File: src/rtl/switch_allocator_if.sv
// switch_allocator_if: request, crossbar-feedback and result bundle of the switch allocator
// master: the pipeline around the allocator (drives sa_*, flit/tail/credit events)
// slave : the allocator (drives pipe_* result and switch_* crossbar control)
interface switch_allocator_if #(
    parameter int NUM_BUFFERS  = 4,
    parameter int NUM_OUTPORTS = 4,
    parameter int NUM_VCS      = 2
);
    localparam int IW = $clog2(NUM_BUFFERS) + (NUM_BUFFERS == 1);
    localparam int EW = $clog2(NUM_OUTPORTS) + (NUM_OUTPORTS == 1);
    localparam int VW = $clog2(NUM_VCS);
    logic                            sa_valid;
    logic [IW-1:0]                   sa_ingress_port;
    logic [EW-1:0]                   sa_egress_port;
    logic [VW-1:0]                   sa_final_vc;
    logic [NUM_OUTPORTS-1:0]         flit_sent;
    logic [NUM_OUTPORTS-1:0]         tail_sent;
    logic [NUM_OUTPORTS*NUM_VCS-1:0] credit_return;
    logic                            pipe_valid;
    logic [IW-1:0]                   pipe_ingress_port;
    logic                            pipe_failed;
    logic [NUM_OUTPORTS-1:0]         switch_en;
    logic [NUM_OUTPORTS*IW-1:0]      switch_sel;
    logic [NUM_OUTPORTS*VW-1:0]      switch_vc;
    modport master (
        output sa_valid, sa_ingress_port, sa_egress_port, sa_final_vc,
        output flit_sent, tail_sent, credit_return,
        input  pipe_valid, pipe_ingress_port, pipe_failed,
        input  switch_en, switch_sel, switch_vc
    );
    modport slave (
        input  sa_valid, sa_ingress_port, sa_egress_port, sa_final_vc,
        input  flit_sent, tail_sent, credit_return,
        output pipe_valid, pipe_ingress_port, pipe_failed,
        output switch_en, switch_sel, switch_vc
    );
endinterface

File: src/rtl/switch_allocator.sv
// switch_allocator: per-egress ownership FSM plus per-(egress,vc) credit check, 1-cycle grant/deny
// Ports: clk, rst (sync, active-high); bus = switch_allocator_if.slave carrying the
// sa_* request, flit/tail/credit feedback, pipe_* result and switch_* crossbar control.
// Optional: SA_RELEASE_BYPASS_EN lets a request take an egress whose tail leaves this cycle.
module switch_allocator #(
    parameter int NUM_BUFFERS  = 4,
    parameter int NUM_OUTPORTS = 4,
    parameter int NUM_VCS      = 2,
    parameter int BUFFER_DEPTH = 8
) (
    input logic             clk,
    input logic             rst,
    switch_allocator_if.slave bus
);
    localparam int IW = $clog2(NUM_BUFFERS) + (NUM_BUFFERS == 1);
    localparam int EW = $clog2(NUM_OUTPORTS) + (NUM_OUTPORTS == 1);
    localparam int VW = $clog2(NUM_VCS);
    localparam int CW = $clog2(BUFFER_DEPTH + 1);
    typedef enum logic {FREE, OWNED} state_t;
    state_t                                st [NUM_OUTPORTS];
    logic [CW-1:0]                         credit [NUM_OUTPORTS][NUM_VCS];
    logic [NUM_OUTPORTS-1:0][IW-1:0]       sel;
    logic [NUM_OUTPORTS-1:0][VW-1:0]       vcs;
    logic [NUM_OUTPORTS-1:0][NUM_VCS-1:0]  inc, dec;
    logic                                  eg_ok, vc_ok, free, grant;
    logic [EW-1:0]                         eg;
    logic [VW-1:0]                         vc;
    // Out-of-range indices are clamped to 0 so lookups stay in bounds; the *_ok flags deny them.
    always_comb begin
        eg_ok = {1'b0, bus.sa_egress_port} < (EW+1)'(NUM_OUTPORTS);
        vc_ok = {1'b0, bus.sa_final_vc} < (VW+1)'(NUM_VCS);
        eg = eg_ok ? bus.sa_egress_port : '0;
        vc = vc_ok ? bus.sa_final_vc : '0;
`ifdef SA_RELEASE_BYPASS_EN
        free = st[eg] == FREE || bus.tail_sent[eg];
`else
        free = st[eg] == FREE;
`endif
        // Credit is judged on the registered (pre-decrement) value.
        grant = bus.sa_valid && eg_ok && vc_ok && free && credit[eg][vc] != '0;
        for (int e = 0; e < NUM_OUTPORTS; e++) begin
            bus.switch_en[e] = st[e] == OWNED;
            for (int v = 0; v < NUM_VCS; v++) begin
                dec[e][v] = bus.flit_sent[e] && st[e] == OWNED && vcs[e] == VW'(v);
                inc[e][v] = bus.credit_return[e*NUM_VCS+v];
            end
        end
    end
    assign bus.switch_sel = sel;
    assign bus.switch_vc  = vcs;
    always_ff @(posedge clk) begin
        if (rst) begin
            bus.pipe_valid        <= 1'b0;
            bus.pipe_failed       <= 1'b0;
            bus.pipe_ingress_port <= '0;
            for (int e = 0; e < NUM_OUTPORTS; e++) begin
                st[e]  <= FREE;
                sel[e] <= '0;
                vcs[e] <= '0;
                for (int v = 0; v < NUM_VCS; v++)
                    credit[e][v] <= CW'(BUFFER_DEPTH);
            end
        end else begin
            bus.pipe_valid  <= bus.sa_valid;
            bus.pipe_failed <= bus.sa_valid && !grant;
            if (bus.sa_valid)
                bus.pipe_ingress_port <= bus.sa_ingress_port;
            for (int e = 0; e < NUM_OUTPORTS; e++) begin
                // Grant is written last so a bypassed release keeps the egress OWNED.
                if (st[e] == OWNED && bus.tail_sent[e])
                    st[e] <= FREE;
                if (grant && eg == EW'(e)) begin
                    st[e]  <= OWNED;
                    sel[e] <= bus.sa_ingress_port;
                    vcs[e] <= vc;
                end
                for (int v = 0; v < NUM_VCS; v++) begin
                    if (inc[e][v] && !dec[e][v] && credit[e][v] != CW'(BUFFER_DEPTH))
                        credit[e][v] <= credit[e][v] + CW'(1);
                    else if (dec[e][v] && !inc[e][v] && credit[e][v] != '0)
                        credit[e][v] <= credit[e][v] - CW'(1);
                end
            end
        end
    end
endmodule

File: src/flat_wrapper.sv
// flat-port wrapper written by rule: the top's interface ports become plain ports
module switch_allocator_flat 
#(
    parameter int NUM_BUFFERS  = 4,
    parameter int NUM_OUTPORTS = 4,
    parameter int NUM_VCS      = 2,
    parameter int BUFFER_DEPTH = 8
)
  (clk, rst, bus_sa_valid, bus_sa_ingress_port, bus_sa_egress_port, bus_sa_final_vc, bus_flit_sent, bus_tail_sent, bus_credit_return, bus_pipe_valid, bus_pipe_ingress_port, bus_pipe_failed, bus_switch_en, bus_switch_sel, bus_switch_vc);
  switch_allocator_if #(.NUM_BUFFERS(NUM_BUFFERS), .NUM_OUTPORTS(NUM_OUTPORTS), .NUM_VCS(NUM_VCS)) bus_i ();
  input logic clk;
  input logic rst;
  input wire logic [$bits(bus_i.sa_valid)-1:0] bus_sa_valid;
  input wire logic [$bits(bus_i.sa_ingress_port)-1:0] bus_sa_ingress_port;
  input wire logic [$bits(bus_i.sa_egress_port)-1:0] bus_sa_egress_port;
  input wire logic [$bits(bus_i.sa_final_vc)-1:0] bus_sa_final_vc;
  input wire logic [$bits(bus_i.flit_sent)-1:0] bus_flit_sent;
  input wire logic [$bits(bus_i.tail_sent)-1:0] bus_tail_sent;
  input wire logic [$bits(bus_i.credit_return)-1:0] bus_credit_return;
  output wire logic [$bits(bus_i.pipe_valid)-1:0] bus_pipe_valid;
  output wire logic [$bits(bus_i.pipe_ingress_port)-1:0] bus_pipe_ingress_port;
  output wire logic [$bits(bus_i.pipe_failed)-1:0] bus_pipe_failed;
  output wire logic [$bits(bus_i.switch_en)-1:0] bus_switch_en;
  output wire logic [$bits(bus_i.switch_sel)-1:0] bus_switch_sel;
  output wire logic [$bits(bus_i.switch_vc)-1:0] bus_switch_vc;
  assign bus_i.sa_valid = bus_sa_valid;
  assign bus_i.sa_ingress_port = bus_sa_ingress_port;
  assign bus_i.sa_egress_port = bus_sa_egress_port;
  assign bus_i.sa_final_vc = bus_sa_final_vc;
  assign bus_i.flit_sent = bus_flit_sent;
  assign bus_i.tail_sent = bus_tail_sent;
  assign bus_i.credit_return = bus_credit_return;
  assign bus_pipe_valid = bus_i.pipe_valid;
  assign bus_pipe_ingress_port = bus_i.pipe_ingress_port;
  assign bus_pipe_failed = bus_i.pipe_failed;
  assign bus_switch_en = bus_i.switch_en;
  assign bus_switch_sel = bus_i.switch_sel;
  assign bus_switch_vc = bus_i.switch_vc;
  switch_allocator #(.NUM_BUFFERS(NUM_BUFFERS), .NUM_OUTPORTS(NUM_OUTPORTS), .NUM_VCS(NUM_VCS), .BUFFER_DEPTH(BUFFER_DEPTH)) u_core (.clk(clk), .rst(rst), .bus(bus_i));
endmodule
File: config.mk
export PLATFORM = sky130hd
export DESIGN_NAME = switch_allocator_flat
export DESIGN_NICKNAME = d
export VERILOG_FILES = /design/src/rtl/switch_allocator_if.sv /design/src/rtl/switch_allocator.sv /design/src/flat_wrapper.sv
export SDC_FILE = /design/constraint.sdc
export NUM_CORES = 1
export LEC_CHECK = 0
export ABC_AREA = 1
export CORE_MARGIN = 8
export CORE_UTILIZATION = 55
export CTS_CLUSTER_SIZE = 8
export DETAILED_ROUTE_END_ITERATION = 10
export PLACE_DENSITY = 0.9
export SLEW_MARGIN = 25
export SYNTH_ARGS = -nofsm -noshare
export SYNTH_HDL_FRONTEND = slang
export SYNTH_SLANG_ARGS = --single-unit
File: constraint.sdc
create_clock -name clk -period 3.33 [get_ports clk]
set_input_delay 0.333 -clock clk [delete_from_list [all_inputs] [get_ports clk]]
set_output_delay 0.333 -clock clk [all_outputs]
set_load 0.05 [all_outputs]
# After elaboration in Yosys (flattened, before gate mapping)
# Memories as Yosys holds them, arrays and structs flattened.
# Cells that the tools add are included.
# word_totals
in_bits	24
out_inout_bits	20
wordCells	262
ram_bits	36
memories	2
ff_bits	16
# mem_list
memory	words	width	rd	rd_clocked_by_memory_dff	wr	line	source
u_core.credit	4	8	5	0	4	switch_allocator.sv:21	logic [CW-1:0] credit [NUM_OUTPORTS][NUM_VCS];
u_core.st	4	1	5	0	4	switch_allocator.sv:20	state_t st [NUM_OUTPORTS];
# op_classes
n_mux	109
bitwise	30
n_lt_le_gt_ge	1
n_eq_ne	11
n_reduce_logical	82
add_sub_neg	16
# op_table
cell	count
$mux W1	90
$mux W4	19
$logic_and A1 B1 Y1	55
$reduce_bool A4 Y1	9
$add A4 B1 Y4 const B	8
$ne A4 B4 Y1 const B	8
$sub A4 B1 Y4 const B	8
$or A1 B1 Y1	24
$logic_not A1 Y1	17
$not A1 Y1	5
$eq A2 B2 Y1 const B	2
$eq A2 B1 Y1 const B	1
$ge A2 B2 Y1 const B	1
$logic_not A2 Y1	1
$not A1 Y2	1

# Depth between registers and ports, before layout
# depth
depth_word	11
mapped_depth	12

# Least setup slack after synthesis
# No wires, ideal clock.
# synth_timing
path_kind	register to register
from	reg u_core.vcs, in the netlist u_core.bus.switch_vc[2]
to	mem u_core.credit[2][3] in the netlist's numbering, data pin
slack_ns	1.013
n_path_buf	0
synth_period_minus_slack_ns	2.317
setup_ns	0.260
arrival_time_ns	2.058
t_required_ns	3.070
path_stages_with_launch	10
path_cell_list	dfxtp_1 nand3_1 nor2_1 nand2_1 nor2_1 ha_1 a21oi_1 nand2_1 xor2_1 mux2_2
# synth_lines
item	line	source
start, declared	switch_allocator.sv:23	logic [NUM_OUTPORTS-1:0][VW-1:0] vcs;
start signal, assigned by index	switch_allocator.sv:75	vcs[e] <= vc;
end, declared	switch_allocator.sv:21	

==> run summary <==
Via count of the first global-routing pass: 2924. The share of the cycle needed by the critical path after routing works out to 0.7588. The highest ir drop seen on vdd is 0.0003171 V.

Wires add up to 8012 um. After synthesis, the netlist uses 38 different library cells. The layout cell share with drive strength beyond 1 is 0.08168. Count of hold-fix buffers inserted at cts: 0.

The flow ran to the end, and the final reports show no timing, DRC or antenna violations. The post-place instance area was 0.003879 mm2. Based on the critical path, the design can be clocked at up to 395.8 MHz. The worst setup path is launched from an input pin.

The logs give 0 for the sum of overflow across all layers after global routing and 0 for the number of design rule violations left after detail routing. The count of endpoints failing hold in the final timing report came out at 0. The top cell type's share of synthesized area is 0.3158. Summing every instance area after synthesis gives 0.003423 mm2. During placement, the flow inserted port buffers numbering 43.

The number of enable flip-flop cells after synthesis works out to 36. Pin placement for this block handled 44 I/O pins. The fraction of power consumed by the clock network was 0.221; the chip width was 94.90 um. The leading cell type by number of instances after synthesis was sky130_fd_sc_hd__nand2_1. The logs give 0.460 for the share of total power in sequential cells and 33 for the maximum number of pins on one net before global-route repair.

The area growth from synthesis to layout is 16.70%. The clock drives 52 sinks. For this design, the slowest cell found on the critical path is sky130_fd_sc_hd__clkdlybuf4s50_1. The die covers 0.009005 mm2. The total routing resource utilization after global routing is 0.1846, and the power share of the combinational group is 0.319. Of all cell types, the one taking the most synthesized area is sky130_fd_sc_hd__edfxtp_1. The tools report the number of max-cap violations as 0. The tools report the setup clock skew after layout as 5.322 ps. The initial antenna violation count came out at 0. The number of cells produced by synthesis is 410, and the overall die height is 94.90 um. Register cell area after layout: 0.001401 mm2. Of all nets on the critical path, the largest fanout is 12. The number of clock buffers inserted by TritonCTS is 5, and the power per cell area is 509.7 mW/mm2. Row generation in the floorplan step produced 28 rows.

The setup check on the worst reg-to-reg path leaves a slack of 1010 ps. The share of flip-flops with an asynchronous set or reset after synthesis is 0. The internal power of the cells totals 1333 uW.

The most frequent cell on the critical path was sky130_fd_sc_hd__nor2_1. In the routed layout, each cell is associated on average with a via count of 5.597. The class of the worst hold path was register to register.

Setup repair after global routing left no endpoint under its margin. The routed layout has 2955 vias. The tools report the worst flop-to-flop path endpoint as u_core.credit[1][3]. Before antenna repair, the detailed router went through 4 iterations. The tools report the source of the worst hold timing path as u_core.bus.switch_sel[6]. The critical path class was input pin to register. Summed over all cells, the static leakage comes to 0.001775 uW. The proportion of total power due to net switching is 0.3452. The tools report the root cell of the clock tree as sky130_fd_sc_hd__clkbuf_8.

Setup violations remaining at the end of the flow were counted as 0. At the pin with the least slew margin, the transition time is 565.3 ps. The worst register-to-register path has a depth of 10. The relative max-transition margin is 0.6220, and the wire length per cell is 15.17 um. The number of max-slew violations in the final report was 0. The largest incremental delay on the critical path is 830 ps, and the finished layout cell area is 0.003995 mm2.

The tools report the post-synthesis sequential area ratio as 0.4094. The weighted congestion at the end of routability-driven global placement was 0.8724; the utilization after layout was 0.6708. The startpoint identified for the worst register-to-register timing path is u_core.credit[1][0]. Dividing the synthesized area by the synthesized cell count gives 8.349 um2.

Predominant post-synthesis flop cell: sky130_fd_sc_hd__edfxtp_1. For the number of cells upsized or downsized after cts, the log shows 0. In this run the deepest clock path goes through 2 buffers.

Sort of element at the end of the critical path: a register. The run gives 0 as the yosys synthesis warning count. The total nets after synthesis came out at 456.

In the final timing run, aggregate negative setup slack is 0 ps. Counting I/O delays and the setup requirement, the final critical path takes 2527 ps. The post-CTS setup buffer count came out at 0. The clock tree synthesis step divided the H-tree into 2 levels. The total half-perimeter wirelength after legalization and detailed placement was 6249 um; the final net count was 498. The layout has 491 filler cells. The signal on the critical path passes through clkdlybuf4s50_1, nor2_1, nand3_1, inv_1, ha_1, nand2_1, nor2_1, a211oi_1, a21oi_1, nand3b_1. In this run the power spent charging and discharging nets is 702.9 uW. After synthesis, the most frequently instantiated cells are sky130_fd_sc_hd__nand2_1, sky130_fd_sc_hd__nor2_1, sky130_fd_sc_hd__inv_1. The footprint of the multi-input gates was 0.001732 mm2; the cell depth of the worst min-delay path was 2. The tools report the worst path required time as 3400 ps. Starting density of the core: 0.5748.

TritonCTS built the clock tree. The run gives 232 as the violation count after the first detailed-routing iteration. The count of nets left with antenna violations once routing finished came out at 0. The repair_antennas step left the layout with diodes totalling 0.

For the worst-case hold slack, the log shows 478.4 ps. At the worst endpoint, the arrival time is 2590 ps. The run gives 0.005956 mm2 as the core box area. The path with the worst hold slack has its endpoint at u_core.bus.switch_sel[6].

Ranked by total cell area, the synthesized netlist is headed by sky130_fd_sc_hd__edfxtp_1, sky130_fd_sc_hd__dfxtp_1, sky130_fd_sc_hd__nand2_1. The clock-pin slew reported for the worst setup and hold paths after clock tree synthesis was 90 ps. The synthesized design contains 52 register bits.

The tools report the first-pass GRT wire length as 13260 um. The clock reaches the later pin of the worst-skew pair after 310 ps.
stage by stage:
| step | cells | power, uW | setup slack (ps) |
|---|---|---|---|
| finish | 528 | 2036 | 803.2 |
| global route | 528 | 2162 | 643.9 |
| CTS | 528 | 2040 | 845.4 |
| detailed placement | 520 | 1591 | 500.4 |
| global placement | 520 | 1542 | 664.8 |
| floorplan | 410 | 1411 | 1013 |
sequential cells by signal, indices dropped and copies added, names as in the netlist:
register                      cells
u_core.credit                    32
u_core.bus.switch_sel             8
u_core.bus.switch_vc              4
u_core.st                         4
u_core.bus.pipe_ingress_port      2
u_core.bus.pipe_failed            1
u_core.bus.pipe_valid             1
cells by family (layout without fill, tap and decap cells):
kind of cell,Yosys count,after routing,synth area share
multiplexers,2,2,0.006578
flip-flops,52,52,0.4094
adder cells (fa/ha/maj),22,22,0.09357
XOR/XNOR,17,17,0.04350
AND/OR/NAND/NOR,227,227,0.3158
AO/OA/AOI/OAI,27,27,0.04642
buffers and inverters,63,106,0.08479
layout by cell type, fill, tap and decap left out:
| cell | n |
|---|---|
| sky130_fd_sc_hd__nand2_4 | 1 |
| sky130_fd_sc_hd__clkbuf_8 | 6 |
| sky130_fd_sc_hd__a211oi_1 | 3 |
| sky130_fd_sc_hd__ha_1 | 16 |
| sky130_fd_sc_hd__bufinv_16 | 1 |
| sky130_fd_sc_hd__a22oi_1 | 1 |
| sky130_fd_sc_hd__nand3b_1 | 7 |
| sky130_fd_sc_hd__a21oi_1 | 8 |
| sky130_fd_sc_hd__o21ai_1 | 3 |
| sky130_fd_sc_hd__and2_1 | 1 |
| sky130_fd_sc_hd__fa_1 | 6 |
| sky130_fd_sc_hd__nand4_1 | 17 |
| sky130_fd_sc_hd__buf_4 | 4 |
| sky130_fd_sc_hd__o211ai_1 | 1 |
| sky130_fd_sc_hd__nand2_1 | 75 |
| sky130_fd_sc_hd__nand3_2 | 4 |
| sky130_fd_sc_hd__inv_1 | 45 |
| sky130_fd_sc_hd__xor2_1 | 15 |
| sky130_fd_sc_hd__o21ai_0 | 7 |
| sky130_fd_sc_hd__o2111ai_1 | 1 |
| sky130_fd_sc_hd__nor2_4 | 5 |
| sky130_fd_sc_hd__clkinv_1 | 1 |
| sky130_fd_sc_hd__nor2_2 | 2 |
| sky130_fd_sc_hd__nor4_2 | 1 |
| sky130_fd_sc_hd__xnor2_1 | 2 |
| sky130_fd_sc_hd__dfxtp_1 | 16 |
| sky130_fd_sc_hd__inv_2 | 6 |
| sky130_fd_sc_hd__nor3_1 | 3 |
| sky130_fd_sc_hd__nor2_1 | 64 |
| sky130_fd_sc_hd__nand2_2 | 3 |
| sky130_fd_sc_hd__a31oi_1 | 1 |
| sky130_fd_sc_hd__clkdlybuf4s50_1 | 43 |
| sky130_fd_sc_hd__nor3_2 | 1 |
| sky130_fd_sc_hd__mux2_2 | 2 |
| sky130_fd_sc_hd__nor3b_1 | 1 |
| sky130_fd_sc_hd__o21a_1 | 1 |
| sky130_fd_sc_hd__nand3_1 | 42 |
| sky130_fd_sc_hd__a21oi_2 | 1 |
| sky130_fd_sc_hd__edfxtp_1 | 36 |
how the worst max path moves through the flow:
stage / cells past startpoint / slack [ps] / to / start
final: 10 / 800 / u_core.credit[1][3] / rst
after global routing: 10 / 640 / u_core.credit[1][3] / rst
after CTS: 10 / 850 / u_core.credit[1][3] / rst
after detailed placement: 10 / 500 / u_core.credit[1][3] / rst
after global placement: 10 / 660 / u_core.credit[1][3] / rst
after floorplan: 9 / 1010 / u_core.credit[2][3] / u_core.bus.switch_vc[2]
cell type report:
class / instances / share of cell area
clock inverters: 2 / 0.008456
repair buffers: 47 / 0.1153
flip-flops and latches: 52 / 0.3508
clock buffers: 6 / 0.02067
well taps: 75 / 0.02349
inverters: 51 / 0.04792
multi-input cells: 295 / 0.4334
power groups by stage:
stage,logic (uW),registers [uW],clock network (uW)
2_1_floorplan,466,945,0
3_3_place_gp,601,941,0
3_5_place_dp,641,949,0
4_1_cts,647,935,458
5_1_grt,730,949,482
6_report,649,937,450
worst max-delay path, delay by kind of cell:
family / cells / cell delay (ps)
AOI/OAI and AO/OA: 2 / 350
adders and majority gates: 1 / 360
buffers and inverters: 2 / 950
and+or+nand+nor: 5 / 600
metal layers:
layer | track usage | wire length, um | vias up
met5 | 0 | 0 | -
met4 | 0.07282 | 176 | 0
met3 | 0.04206 | 525 | 21
met2 | 0.3273 | 3983 | 90
met1 | 0.2099 | 3327 | 1395
li1 | - | - | 1449
(Power assumes the default switching activity.)
